## config.mk

```make
export PLATFORM = sky130hd
export DESIGN_NAME = axi_isolate_ctrl
export DESIGN_NICKNAME = d
export VERILOG_FILES = /design/src/rtl/axi_isolate_ctrl.sv
export SDC_FILE = /design/constraint.sdc
export NUM_CORES = 1
export LEC_CHECK = 0
export BUFFER_PORTS_ARGS = -buffer_cell sky130_fd_sc_hd__clkbuf_2
export CAP_MARGIN = 20
export CORE_AREA = 2 2 142 144
export DETAILED_ROUTE_END_ITERATION = 10
export DIE_AREA = 0 0 144 146
export HOLD_SLACK_MARGIN = 0.03
export PLACE_DENSITY = 0.46
export SYNTH_ARGS = -nofsm -noshare
export SYNTH_HDL_FRONTEND = slang
export SYNTH_SLANG_ARGS = --single-unit
```

## constraint.sdc

```tcl
create_clock -name clk_i -period 7.55 [get_ports clk_i]
set_clock_uncertainty 0.15 [all_clocks]
set_input_delay 1.8875 -clock clk_i [delete_from_list [all_inputs] [get_ports clk_i]]
set_output_delay 1.8875 -clock clk_i [all_outputs]
set_load 0.02 [all_outputs]
```

## src/rtl/axi_isolate_ctrl.sv

```systemverilog
// AXI4 isolation controller: stops admitting new AW/AR on request, drains every
// outstanding write and read, then reports the master port quiescent.
package axi_isolate_pkg;

  typedef struct packed {
    logic [3:0]  id;
    logic [31:0] addr;
    logic [7:0]  len;
  } ax_chan_t;

  typedef struct packed {
    logic [31:0] data;
    logic [3:0]  strb;
    logic        last;
  } w_chan_t;

  typedef struct packed {
    logic [3:0] id;
    logic [1:0] resp;
  } b_chan_t;

  typedef struct packed {
    logic [3:0]  id;
    logic [31:0] data;
    logic [1:0]  resp;
    logic        last;
  } r_chan_t;

  typedef struct packed {
    ax_chan_t aw;
    logic     aw_valid;
    w_chan_t  w;
    logic     w_valid;
    logic     b_ready;
    ax_chan_t ar;
    logic     ar_valid;
    logic     r_ready;
  } req_t;

  typedef struct packed {
    logic    aw_ready;
    logic    ar_ready;
    logic    w_ready;
    b_chan_t b;
    logic    b_valid;
    r_chan_t r;
    logic    r_valid;
  } resp_t;

endpackage

module axi_isolate_ctrl #(
  parameter int unsigned MaxTxns = 8,
  parameter type         req_t   = axi_isolate_pkg::req_t,
  parameter type         resp_t  = axi_isolate_pkg::resp_t
) (
  input  logic  clk_i,
  input  logic  rst_ni,
  input  logic  isolate_i,
  output logic  isolated_o,
  input  req_t  slv_req_i,
  output resp_t slv_resp_o,
  output req_t  mst_req_o,
  input  resp_t mst_resp_i
);

  localparam int unsigned     CntW   = $clog2(MaxTxns + 1);
  localparam logic [CntW-1:0] CntMax = CntW'(MaxTxns);
  localparam logic [CntW-1:0] CntOne = CntW'(1);

  typedef enum logic [1:0] {
    Normal,
    Drain,
    Isolated
  } state_e;

  state_e          state_q, state_d;
  logic            isolated_q;
  logic [CntW-1:0] wrCnt_q, wrCnt_d;
  logic [CntW-1:0] rdCnt_q, rdCnt_d;
  logic [CntW-1:0] wPend_q, wPend_d;
  logic            awOk, arOk, wOk;
  logic            awHs, wLastHs, bHs, arHs, rLastHs;

  // Simultaneous inc/dec cancel; a decrement at zero is a protocol error and holds.
  function automatic logic [CntW-1:0] stepCnt(input logic [CntW-1:0] cnt,
                                              input logic inc, input logic dec);
    logic [CntW-1:0] res;
    res = cnt;
    if (inc && !dec) begin
      res = cnt + CntOne;
    end else if (dec && !inc && (cnt != '0)) begin
      res = cnt - CntOne;
    end
    return res;
  endfunction

  always_comb begin
    awHs    = mst_req_o.aw_valid & mst_resp_i.aw_ready;
    wLastHs = mst_req_o.w_valid & mst_resp_i.w_ready & slv_req_i.w.last;
    bHs     = mst_resp_i.b_valid & slv_req_i.b_ready;
    arHs    = mst_req_o.ar_valid & mst_resp_i.ar_ready;
    rLastHs = mst_resp_i.r_valid & slv_req_i.r_ready & mst_resp_i.r.last;
    wrCnt_d = stepCnt(wrCnt_q, awHs, bHs);
    rdCnt_d = stepCnt(rdCnt_q, arHs, rLastHs);
    wPend_d = stepCnt(wPend_q, awHs, wLastHs);
  end

  always_ff @(posedge clk_i or negedge rst_ni) begin
    if (!rst_ni) begin
      state_q    <= Normal;
      isolated_q <= 1'b0;
      wrCnt_q    <= '0;
      rdCnt_q    <= '0;
      wPend_q    <= '0;
    end else begin
      state_q    <= state_d;
      isolated_q <= (state_d == Isolated);
      wrCnt_q    <= wrCnt_d;
      rdCnt_q    <= rdCnt_d;
      wPend_q    <= wPend_d;
    end
  end

  // Drain completion looks at the post-update counts so ISOLATED follows the
  // final completion handshake by exactly one cycle.
  always_comb begin
    state_d = state_q;
    case (state_q)
      Normal:   if (isolate_i) state_d = Drain;
      Drain: begin
        if (!isolate_i) begin
          state_d = Normal;
        end else if ((wrCnt_d == '0) && (rdCnt_d == '0) && (wPend_d == '0)) begin
          state_d = Isolated;
        end
      end
      Isolated: if (!isolate_i) state_d = Normal;
      default:  state_d = Normal;
    endcase
  end

  always_comb begin
    awOk = (state_q == Normal) && (wrCnt_q < CntMax) && (wPend_q < CntMax);
    arOk = (state_q == Normal) && (rdCnt_q < CntMax);
    wOk  = (wPend_q != '0);

    mst_req_o          = slv_req_i;
    mst_req_o.aw_valid = slv_req_i.aw_valid & awOk;
    mst_req_o.w_valid  = slv_req_i.w_valid & wOk;
    mst_req_o.ar_valid = slv_req_i.ar_valid & arOk;

    slv_resp_o          = mst_resp_i;
    slv_resp_o.aw_ready = mst_resp_i.aw_ready & awOk;
    slv_resp_o.w_ready  = mst_resp_i.w_ready & wOk;
    slv_resp_o.ar_ready = mst_resp_i.ar_ready & arOk;
  end

  assign isolated_o = isolated_q;

  always_ff @(posedge clk_i) begin
    if (rst_ni) begin
      assert (!(bHs && (wrCnt_q == '0)));
      assert (!(rLastHs && (rdCnt_q == '0)));
      assert (!(wLastHs && (wPend_q == '0)));
    end
  end

endmodule

```

# Word-level counts from Yosys, hierarchy flattened

Cells that the tools add are included.

Bits in registers: 15
Latch bits: 0
RAM bits: 0
Memory bits (read-only): 0
Bits of input ports: 183
Output and inout port bits: 181
Logic and storage cells: 67
Memories: 0

Add/sub/neg operators: 6
$mul: 0
Divide/modulo/power cells: 0
Order comparisons: 3
Equal/unequal tests: 3
Shifts and indexed selects: 0
Muxes and demuxes: 11
Bitwise operators: 13
Reduce and logical (&&, ||, !) cells: 26

Operators with widths:

| operator              | count |
|---|---|
| $mux W4               | 6 |
| $logic_and A1 B1 Y1   | 14 |
| $and A1 B1 Y1         | 13 |
| $add A4 B1 Y4 const B | 3 |
| $logic_not A4 Y1      | 3 |
| $lt A4 B4 Y1 const B  | 3 |
| $reduce_bool A4 Y1    | 3 |
| $sub A4 B1 Y4 const B | 3 |
| $mux W2               | 4 |
| $pmux W2 S3           | 1 |
| $logic_not A1 Y1      | 5 |
| $eq A2 B2 Y1 const B  | 2 |
| $eq A2 B1 Y1 const B  | 1 |
| $logic_not A2 Y1      | 1 |

# Longest topological paths before layout

Gate-level depths: netlist of run 1.

Depth in word-level cells: 17
Depth in mapped cells: 9
Gate-level depth less buffers: 8

# Least setup slack after synthesis of run 1

No wires, ideal clock.

Path type: input -> output
Start point: in slv_req_i[1] (netlist name)
End point: out mst_req_o[1] (netlist name)
Arrival: 2.836 ns
Required time: 5.512 ns
Slack: 2.677 ns
Cell stages on the path: 1
Path buffers: 0
Cells stage by stage: nor4b_1

Longest elaborated chain between the ends: 1

RTL lines:

| element            | RTL line | RTL |
|---|---|---|
| start: declaration | 61       | `input req_t slv_req_i,` |
| $and A1 B1 Y1      | 151      | `mst_req_o.ar_valid = slv_req_i.ar_valid & arOk;` |
| end: declaration   | 63       | `output req_t mst_req_o,` |

No other way between the ends.

==> impl_metrics.env, run 1 <==
export IMPL_status="finished clean"
export IMPL_yosysTopAreaCellShare_pct=52.9
export IMPL_drt_iter0_markers=42
export IMPL_synth_seq_area_share_pct=15.2
export IMPL_wl_mm=4.94
export IMPL_grtUsageTotal_pct=4.61
export IMPL_reg2reg_depth=8
export IMPL_final_setup_tns_ps=0
export IMPL_die_w_um=144
export IMPL_synth_edf_count=0
export IMPL_synthFlopType="dfrtp_1"
export IMPL_cts_sinks=15
export IMPL_area_growth_syn_to_layout_pct=-31.2
export IMPL_post_cts_buffers=0
export IMPL_vias_per_cell=2.99
export IMPL_setup_violations_final=0
export IMPL_path_class="in2out"
export IMPL_cap_viol_max_count=0
export IMPL_start_util_pct=12.8
export IMPL_top_layer="met4"
export IMPL_max_freq_ghz=0.206
export IMPL_yosysWarnings=0
export IMPL_postSynthAreaPerCell_um2=8.05
export IMPL_synth_mux_area_share_pct=0.861
export IMPL_synthArstFlopShare_pct=100
export IMPL_hold_viol=0
export IMPL_clock_latency_ps=250
export IMPL_vias=1275
export IMPL_grt_max_degree=16
export IMPL_clk_pin_slew_ps=50
export IMPL_layout_drive_gt1_share_pct=22.4
export IMPL_first_global_vias=1302
export IMPL_route_met3_wl_um=590
export IMPL_yosys_area_top_type="buf_4"
export IMPL_postRouteAntennaNets=0
export IMPL_holdBufCountCts=0
export IMPL_critical_path_endpoint_type="primary output"
export IMPL_antenna_cells=0
export IMPL_synth_simple_area_share_pct=14.9
export IMPL_total_power_mw=0.517
export IMPL_grt_pass1_wl_mm=7.31
export IMPL_worst_ir_drop_vdd_v=0.0000946
export IMPL_overflow=0
export IMPL_cp_max_fo=5
export IMPL_drc=0
export IMPL_final_cell_mix="clkbuf_2, dfrtp_1, nand2_1, inv_1, and2_1"
export IMPL_worstPathArrival_ps=2830
export IMPL_fin_crit_sh_pct=64.4
export IMPL_wl_met2_mm=2.17
export IMPL_startpoint_type="input pin"
export IMPL_hp_start="rdCnt_q[0]$_DFF_PN0_"
export IMPL_whs_path_depth=1
export IMPL_ios=364
export IMPL_synth_top_family_by_area="buffers and inverters"
export IMPL_dieHeight_um=146
export IMPL_rsz0062_at_grt="no"
export IMPL_dr_pass1_iters=4
export IMPL_tightest_slew_ps=692
export IMPL_cts_tree="yes"
export IMPL_clockBufferDepth=2
export IMPL_whs_ps=496
export IMPL_final_common_cell="clkbuf_2"
export IMPL_crit_start="slv_req_i[1]"
export IMPL_syn_cell_area_mm2=0.00247
export IMPL_antenna_found_initial=0
export IMPL_synth_area_leaders="buf_4, dfrtp_1, ha_1"
export IMPL_io_buffers=27
export IMPL_core_mm2=0.0193
export IMPL_post_cts_resized=0
export IMPL_synth_fa_ha_area_share_pct=3.85
export IMPL_synth_compound_area_share_pct=9.17
export IMPL_syn_num_nets=496
export IMPL_die_area_mm2=0.0210
export IMPL_ys_ff_latch=15
export IMPL_leakagePower_nw=0.625
export IMPL_critPathRequiredTime_ps=5510
export IMPL_synth_cell_types=45
export IMPL_slew_viol_final=0
export IMPL_fin_util_pct=8.79
export IMPL_place_gp_congestion=0.761
export IMPL_synth_xor_area_share_pct=1.42
export IMPL_power_density_mw_per_mm2=304
export IMPL_clock_root_buffer="clkbuf_16"
export IMPL_regToRegStartpoint="wPend_q[1]$_DFF_PN0_"
export IMPL_hpwl_mm=4.04
export IMPL_synthCells=307
export IMPL_relSlewSlack_pct=53.2
export IMPL_rows=51
export IMPL_cts_made_buffers=3
export IMPL_routedLengthMet1_mm=1.76
export IMPL_min_path_type="reg2reg"
export IMPL_avgRoutedWirePerCell_um=11.6
export IMPL_finalCriticalPeriod_ps=4860
export IMPL_fin_nets=351
export IMPL_h_tree_depth=1
[report_power, final]
part | leakage (nW) | total, mW | switching (mW) | internal (mW)
sequential | 0.184 | 0.169 | 0.0558 | 0.113
clock | 0.0409 | 0.106 | 0.0349 | 0.0709
combinational | 0.400 | 0.242 | 0.135 | 0.107
[sequential cells by signal, indices dropped and copies added (netlist names)]
signal,count
wrCnt_q,4
rdCnt_q,4
wPend_q,4
state_q,2
isolated_o,1
[synthesized netlist by cell type, types with 2 or more instances]
cell type	n
nor3b_1	2
nand2b_1	2
a21oi_1	5
buf_4	174
dfrtp_1	15
a31oi_1	5
nor3_1	5
nor4_1	4
clkbuf_1	3
ha_1	6
or3_1	2
nand2_1	9
and3_1	5
inv_1	7
nor2_1	6
a32o_1	3
maj3_1	2
a2111oi_0	2
o21ai_0	5
nand4_1	4
nor4b_1	3
a211oi_1	3
nand3_1	4
xnor2_1	4
and2_1	7
[area by class of cell]
class / instances / area (µm²)
Clock inverter: 1 / 5.00
Sequential cell: 15 / 375
Clock buffer: 3 / 75.1
Tap cell: 265 / 332
Fill cell: 2229 / 17600
Timing Repair Buffer: 28 / 140
Inverter: 7 / 26.3
Multi-Input combinational cell: 107 / 746
[through the flow]
stage	cells	cell area (µm²)	setup slack (ps)
2_1_floorplan	307	2470	2680
3_3_place_gp	421	1610	2760
3_5_place_dp	421	1610	2690
4_1_cts	425	1690	2690
5_1_grt	426	1700	2590
6_report	426	1700	2690
[kinds of logic after synthesis]
family / count (synthesis)
AO/OA/AOI/OAI: 32
AND/OR/NAND/NOR: 61
buffers and inverters: 185
adder cells (fa/ha/maj): 8
multiplexers: 2
flip-flops: 15
XOR/XNOR: 4
[worst paths after layout]
check | end | slack, ps
setup / recovery | mst_req_o[1] | 2690
hold / removal | rdCnt_q[0]$_DFF_PN0_ | 500
setup reg to reg | isolated_o$_DFF_PN0_ | 4770
hold reg to reg | rdCnt_q[0]$_DFF_PN0_ | 500
max in group asynchronous | state_q[1]$_DFF_PN0_ | 5540
min in group asynchronous | wPend_q[2]$_DFF_PN0_ | 1410
[worst max-delay path, stage by stage]
cell,delay (ps)
clkbuf_2,80
nor4b_1,570
clkbuf_2,290
[per-layer routing]
metal | global-route usage, % | up-vias
met5 | 0 | -
met4 | 4.85 | 0
met3 | 2.34 | 50
met2 | 6.81 | 78
met1 | 4.44 | 581
li1 | - | 566
No activity file was read; power rests on OpenSTA's default activity.
==> run 2, diff against run 1 <==
==> config.mk (replaced) <==
export PLATFORM = sky130hd
export DESIGN_NAME = axi_isolate_ctrl
export DESIGN_NICKNAME = d
export VERILOG_FILES = /design/src/rtl/axi_isolate_ctrl.sv
export SDC_FILE = /design/constraint.sdc
export NUM_CORES = 1
export LEC_CHECK = 0
export ABC_AREA = 1
export BUFFER_PORTS_ARGS = -buffer_cell sky130_fd_sc_hd__clkbuf_2
export CAP_MARGIN = 20
export CORE_AREA = 2 2 141 143
export DETAILED_ROUTE_END_ITERATION = 10
export DIE_AREA = 0 0 143 145
export HOLD_SLACK_MARGIN = 0.03
export PLACE_DENSITY = 0.47
export SYNTH_ARGS = -nofsm -noshare
export SYNTH_HDL_FRONTEND = slang
export SYNTH_SLANG_ARGS = --single-unit
==> constraint.sdc (replaced) <==
create_clock -name clk_i -period 4.7 [get_ports clk_i]
set_clock_uncertainty 0.15 [all_clocks]
set_input_delay 1.175 -clock clk_i [delete_from_list [all_inputs] [get_ports clk_i]]
set_output_delay 1.175 -clock clk_i [all_outputs]
set_load 0.02 [all_outputs]
==> impl_metrics.env, run 2 <==
export IMPL_dr_pass1_iters=4
export IMPL_seqPwrFrac_pct=31.2
export IMPL_syn_num_nets=530
export IMPL_critical_path_endpoint_type="primary output"
export IMPL_grt_pass1_wl_mm=7.72
export IMPL_combPwrFrac_pct=48.7
export IMPL_cp_top_family="buffers and inverters"
export IMPL_synth_commonest_cells="buf_4, nand2_1, inv_1"
export IMPL_clockBufferDepth=2
export IMPL_dieHeight_um=145
export IMPL_dp_slack_ps=1650
export IMPL_worstPathArrival_ps=1680
export IMPL_core_mm2=0.0192
export IMPL_vias=1315
export IMPL_ys_ff_latch=15
export IMPL_antenna_cells=0
export IMPL_slowest_delay_ps=210
export IMPL_worst_ir_drop_vdd_v=0.000121
export IMPL_wl_mm=5.43
export IMPL_synth_cell_types=28
export IMPL_clk_pin_slew_ps=50
export IMPL_synthCells=341
export IMPL_path_class="in2out"
export IMPL_top_usage_layer="met4"
export IMPL_start_util_pct=13.2
export IMPL_vias_per_cell=2.85
export IMPL_cts_made_buffers=3
export IMPL_setup_slack_ps=1700
export IMPL_rows=51
export IMPL_postRouteAntennaNets=0
export IMPL_min_path_type="reg2reg"
export IMPL_critPathMostFrequentCell="clkbuf_2"
export IMPL_cap_viol_max_count=0
export IMPL_clock_root_buffer="clkbuf_16"
export IMPL_synthArstFlopShare_pct=100
export IMPL_slowest_stage="a21boi_0"
export IMPL_holdBufCountCts=0
export IMPL_overflow=0
export IMPL_yosysWarnings=0
export IMPL_yosysMostFrequentCell="buf_4"
export IMPL_tightest_slew_ps=389
export IMPL_worst_path_buf_inv=2
export IMPL_use_met2_pct=5.77
export IMPL_top_regs="rdCnt_q x4, wPend_q x4, wrCnt_q x4"
export IMPL_synthFlopType="dfrtp_1"
export IMPL_cp_max_fo=2
export IMPL_max_freq_ghz=0.333
export IMPL_grtUsageTotal_pct=5.15
export IMPL_ios=364
export IMPL_fin_nets=386
export IMPL_rsz0062_at_grt="no"
export IMPL_use_met3_pct=4.32
export IMPL_area_growth_syn_to_layout_pct=-30.3
export IMPL_fin_crit_sh_pct=63.9
export IMPL_first_global_vias=1316
export IMPL_swShare_pct=44.7
export IMPL_synth_seq_area_share_pct=14.7
export IMPL_leakagePower_nw=0.840
export IMPL_switching_power_mw=0.357
export IMPL_grt_use_met1_pct=4.35
export IMPL_slew_viol_final=0
export IMPL_setup_violations_final=0
export IMPL_relSlewSlack_pct=74.0
export IMPL_drc=0
export IMPL_drt_iter0_markers=31
export IMPL_final_common_cell="nand2_1"
export IMPL_hold_viol=0
export IMPL_clock_latency_ps=240
export IMPL_io_buffers=27
export IMPL_synth_edf_count=0
export IMPL_die_area_mm2=0.0207
export IMPL_status="finished clean"
export IMPL_cts_sinks=15
export IMPL_critPathRequiredTime_ps=3380
export IMPL_power_density_mw_per_mm2=451
export IMPL_post_cts_buffers=0
export IMPL_grt_max_degree=16
export IMPL_post_cts_resized=0
export IMPL_hpwl_mm=4.62
export IMPL_yosysTopAreaCellShare_pct=51.6
export IMPL_layout_drive_gt1_share_pct=28.1
export IMPL_p_clk_share_pct=20.1
export IMPL_postSynthAreaPerCell_um2=7.46
export IMPL_h_tree_depth=1
export IMPL_final_cell_mix="nand2_1, clkbuf_2, inv_1, nand3_1, dfrtp_1"
export IMPL_finalCriticalPeriod_ps=3000
export IMPL_die_w_um=143
export IMPL_antenna_found_initial=1
export IMPL_syn_cell_area_mm2=0.00254
export IMPL_synth_area_leaders="buf_4, dfrtp_1, nand2_1"
export IMPL_crit_chain="clkbuf_2, a21boi_0, clkbuf_2"
export IMPL_final_setup_tns_ps=0
export IMPL_cts_tree="yes"
export IMPL_startpoint_type="input pin"
export IMPL_whs_ps=457
export IMPL_place_gp_congestion=0.714
export IMPL_yosys_area_top_type="buf_4"
export IMPL_p_int_mw=0.442
export IMPL_avgRoutedWirePerCell_um=11.8
-- run 2: cell types whose count changed in the layout (fill, tap and decap cells not counted), moves of 5 or more --
cell | previous run | this run
inv_1 | 7 | 24
nand3_1 | 4 | 23
xor2_1 | 0 | 6
nand2_2 | 0 | 9
and2_1 | 7 | 0
o21ai_0 | 5 | 0
a31oi_1 | 5 | 0
nand2_1 | 9 | 42
-- run 2: path summary, 6_finish.rpt --
path,end,slack (ps),cells after the start,startpoint
max reg2reg,state_q[0]$_DFF_PN0_,2620,12,rdCnt_q[0]$_DFF_PN0_
min reg2reg,wPend_q[0]$_DFF_PN0_,460,3,wPend_q[0]$_DFF_PN0_
min in group asynchronous,isolated_o$_DFF_PN0_,700,1,rst_ni
min,wPend_q[0]$_DFF_PN0_,460,3,wPend_q[0]$_DFF_PN0_
max,mst_req_o[47],1700,3,slv_req_i[47]
max in group asynchronous,wrCnt_q[2]$_DFF_PN0_,3420,1,rst_ni
-- run 2: logic make-up after synthesis --
group / share of synthesized area [%]
AOI/OAI and AO/OA: 2.26
xor gates and xnor gates: 2.75
adders and majority gates: 2.95
buffers and inverters: 55.7
DFF: 14.7
and+or+nand+nor: 21.6
-- run 2: power groups by stage --
stage / Clock, mW / Combinational [mW] / Sequential [mW]
6_report: 0.161 / 0.389 / 0.249
3_3_place_gp: 0 / 0.391 / 0.253
2_1_floorplan: 0 / 0.547 / 0.223
5_1_grt: 0.172 / 0.452 / 0.258
3_5_place_dp: 0 / 0.396 / 0.252
4_1_cts: 0.167 / 0.397 / 0.250
-- run 2: area by class of cell --
| class | count | area (µm²) |
|---|---|---|
| clock buffer | 3 | 75.1 |
| clock inverter | 1 | 5.00 |
| fill | 2250 | 17400 |
| inverter | 26 | 97.6 |
| multi-input combinational | 124 | 753 |
| sequential | 15 | 375 |
| tap | 265 | 332 |
| timing repair buffer | 27 | 135 |
-- run 2: worst min-delay path: stages (launching register included) --
cell and delay [ps]:
dfrtp_1 380, nand2_1 60, nand2_1 80, inv_1 40
-- run 2: layer usage --
| metal | share of wire [%] | up-vias |
|---|---|---|
| met5 | 0.24 | - |
| met4 | 15 | 2 |
| met3 | 19 | 78 |
| met2 | 35 | 119 |
| met1 | 30 | 529 |
| li1 | - | 587 |
-- run 2: stage by stage --
| stage | power (mW) | utilization, % | area, µm² | cells |
|---|---|---|---|---|
| 2_1_floorplan | 0.769 | - | 2540 | 341 |
| 3_3_place_gp | 0.645 | 8.81 | 1690 | 457 |
| 3_5_place_dp | 0.648 | 8.81 | 1690 | 457 |
| 4_1_cts | 0.815 | 9.23 | 1770 | 461 |
| 5_1_grt | 0.881 | 9.23 | 1770 | 461 |
| 6_report | 0.799 | 9.23 | 1770 | 461 |
==> run 3, diff against run 2 <==
--- a/config.mk
+++ b/config.mk
@@ -8,11 +8,11 @@
 export ABC_AREA = 1
 export BUFFER_PORTS_ARGS = -buffer_cell sky130_fd_sc_hd__clkbuf_2
 export CAP_MARGIN = 20
-export CORE_AREA = 2 2 141 143
+export CORE_AREA = 2 2 139 141
 export DETAILED_ROUTE_END_ITERATION = 10
-export DIE_AREA = 0 0 143 145
+export DIE_AREA = 0 0 141 143
 export HOLD_SLACK_MARGIN = 0.03
-export PLACE_DENSITY = 0.47
+export PLACE_DENSITY = 0.49
 export SYNTH_ARGS = -nofsm -noshare
 export SYNTH_HDL_FRONTEND = slang
 export SYNTH_SLANG_ARGS = --single-unit
==> constraint.sdc (replaced) <==
create_clock -name clk_i -period 2.6 [get_ports clk_i]
set_clock_uncertainty 0.15 [all_clocks]
set_input_delay 0.65 -clock clk_i [delete_from_list [all_inputs] [get_ports clk_i]]
set_output_delay 0.65 -clock clk_i [all_outputs]
set_load 0.02 [all_outputs]
==> impl_metrics.env, run 3 (synthesized netlist as in run 2, its figures left out) <==
export IMPL_drc=0
export IMPL_postRouteAntennaNets=0
export IMPL_place_gp_congestion=0.770
export IMPL_path_class="reg2out"
export IMPL_critPathRequiredTime_ps=1800
export IMPL_final_setup_tns_ps=0
export IMPL_switching_power_mw=0.640
export IMPL_regToRegStartpoint="rdCnt_q[0]$_DFF_PN0_"
export IMPL_start_util_pct=13.7
export IMPL_setup_violations_final=0
export IMPL_final_common_cell="nand2_1"
export IMPL_wl_mm=6.01
export IMPL_avgRoutedWirePerCell_um=14.0
export IMPL_clock_root_buffer="clkbuf_16"
export IMPL_ios=364
export IMPL_max_freq_ghz=0.470
export IMPL_fin_nets=386
export IMPL_hold_viol=0
export IMPL_holdBufCountCts=0
export IMPL_overflow=0
export IMPL_post_cts_buffers=0
export IMPL_power_density_mw_per_mm2=831
export IMPL_vias_per_cell=3.19
export IMPL_worstPathArrival_ps=1330
export IMPL_core_mm2=0.0186
export IMPL_grtUsageTotal_pct=5.74
export IMPL_grt_pass1_wl_mm=8.06
export IMPL_cts_tree="yes"
export IMPL_final_cell_mix="nand2_1, clkbuf_2, inv_1, nand3_1, dfrtp_1"
export IMPL_top_regs="rdCnt_q x4, wPend_q x4, wrCnt_q x4"
export IMPL_fin_util_pct=9.33
export IMPL_status="finished clean"
export IMPL_antenna_cells=0
export IMPL_post_cts_resized=0
export IMPL_slew_viol_final=0
export IMPL_clockBufferDepth=2
export IMPL_io_buffers=27
export IMPL_area_growth_syn_to_layout_pct=-31.9
export IMPL_die_area_mm2=0.0202
export IMPL_drt_iter0_markers=30
export IMPL_die_w_um=141
export IMPL_cp_max_fo=4
export IMPL_worst_ir_drop_vdd_v=0.000176
export IMPL_setup_slack_ps=473
export IMPL_h_tree_depth=1
export IMPL_p_clk_share_pct=20.3
export IMPL_rsz0062_at_grt="no"
export IMPL_swShare_pct=44.4
export IMPL_critical_path_endpoint_type="primary output"
export IMPL_crit_start="wPend_q[0]$_DFF_PN0_"
export IMPL_combPwrFrac_pct=48.4
export IMPL_fin_crit_sh_pct=81.8
export IMPL_rows=50
export IMPL_finalCriticalPeriod_ps=2130
export IMPL_dr_pass1_iters=4
export IMPL_leakagePower_nw=0.837
export IMPL_top_usage_layer="met4"
export IMPL_use_met3_pct=4.63
export IMPL_clock_latency_ps=240
export IMPL_first_global_vias=1333
export IMPL_cts_made_buffers=3
export IMPL_dieHeight_um=143
export IMPL_p_int_mw=0.800
export IMPL_layout_drive_gt1_share_pct=27.6
export IMPL_hpwl_mm=5.12
export IMPL_clk_pin_slew_ps=50
export IMPL_dp_slack_ps=376
export IMPL_antenna_found_initial=0
export IMPL_cts_sinks=15
export IMPL_relSlewSlack_pct=73.8
export IMPL_cap_viol_max_count=0
export IMPL_grt_max_degree=16
export IMPL_seqPwrFrac_pct=31.3
export IMPL_vias=1372
export IMPL_grt_use_met1_pct=4.32
export IMPL_use_met2_pct=7.29
export IMPL_tightest_slew_ps=393
export IMPL_startpoint_type="flop"
export IMPL_min_path_type="in2async"
export IMPL_total_power_mw=1.44
## run 3: changes by cell type in the layout (fill, tap and decap cells not counted)
| cell | before | now |
|---|---|---|
| clkbuf_1 | 0 | 1 |
| clkinv_2 | 1 | 0 |
## run 3: final timing paths
path,cells past startpoint,slack [ps],end
worst max-delay path,4,470,mst_req_o[47]
worst min-delay path,1,180,wPend_q[3]$_DFF_PN0_
worst max register to register,12,600,state_q[0]$_DFF_PN0_
worst min register to register,3,450,wPend_q[0]$_DFF_PN0_
max in group asynchronous,1,1850,wrCnt_q[3]$_DFF_PN0_
min in group clk_i,3,450,wPend_q[0]$_DFF_PN0_
## run 3: area by class of cell
type	instances	area, µm²
multi-input combinational	124	753
inverter	26	97.6
timing repair buffer	27	135
fill	2128	16800
clock buffer	4	78.8
sequential	15	375
tap	234	293
## run 3: power by group through the flow
stage               clock [mW]  sequential [mW]  combinational (mW)
finish                   0.292            0.450               0.697
global route             0.319            0.465               0.795
CTS                      0.305            0.451               0.715
detailed placement           0            0.454               0.710
global placement             0            0.456               0.712
floorplan                    0            0.403               0.988
## run 3: critical path, stage by stage (launching register included)
cell,delay [ps]
dfrtp_1,380
inv_1,80
ha_1,240
a21boi_0,180
clkbuf_2,200
## run 3: metrics by stage
step                      cells  hold WS [ps]  instance area, µm²
final                       430           176                1730
after global routing        430           204                1730
after CTS                   430           190                1730
after detailed placement    426           450                1650
after global placement      426           446                1650
after floorplan             341           204                2540
## run 3: per-layer routing
metal | vias to the layer above | routed length [µm]
met5 | - | 0
met4 | 0 | 828
met3 | 84 | 1180
met2 | 151 | 2350
met1 | 546 | 1650
li1 | 591 | -
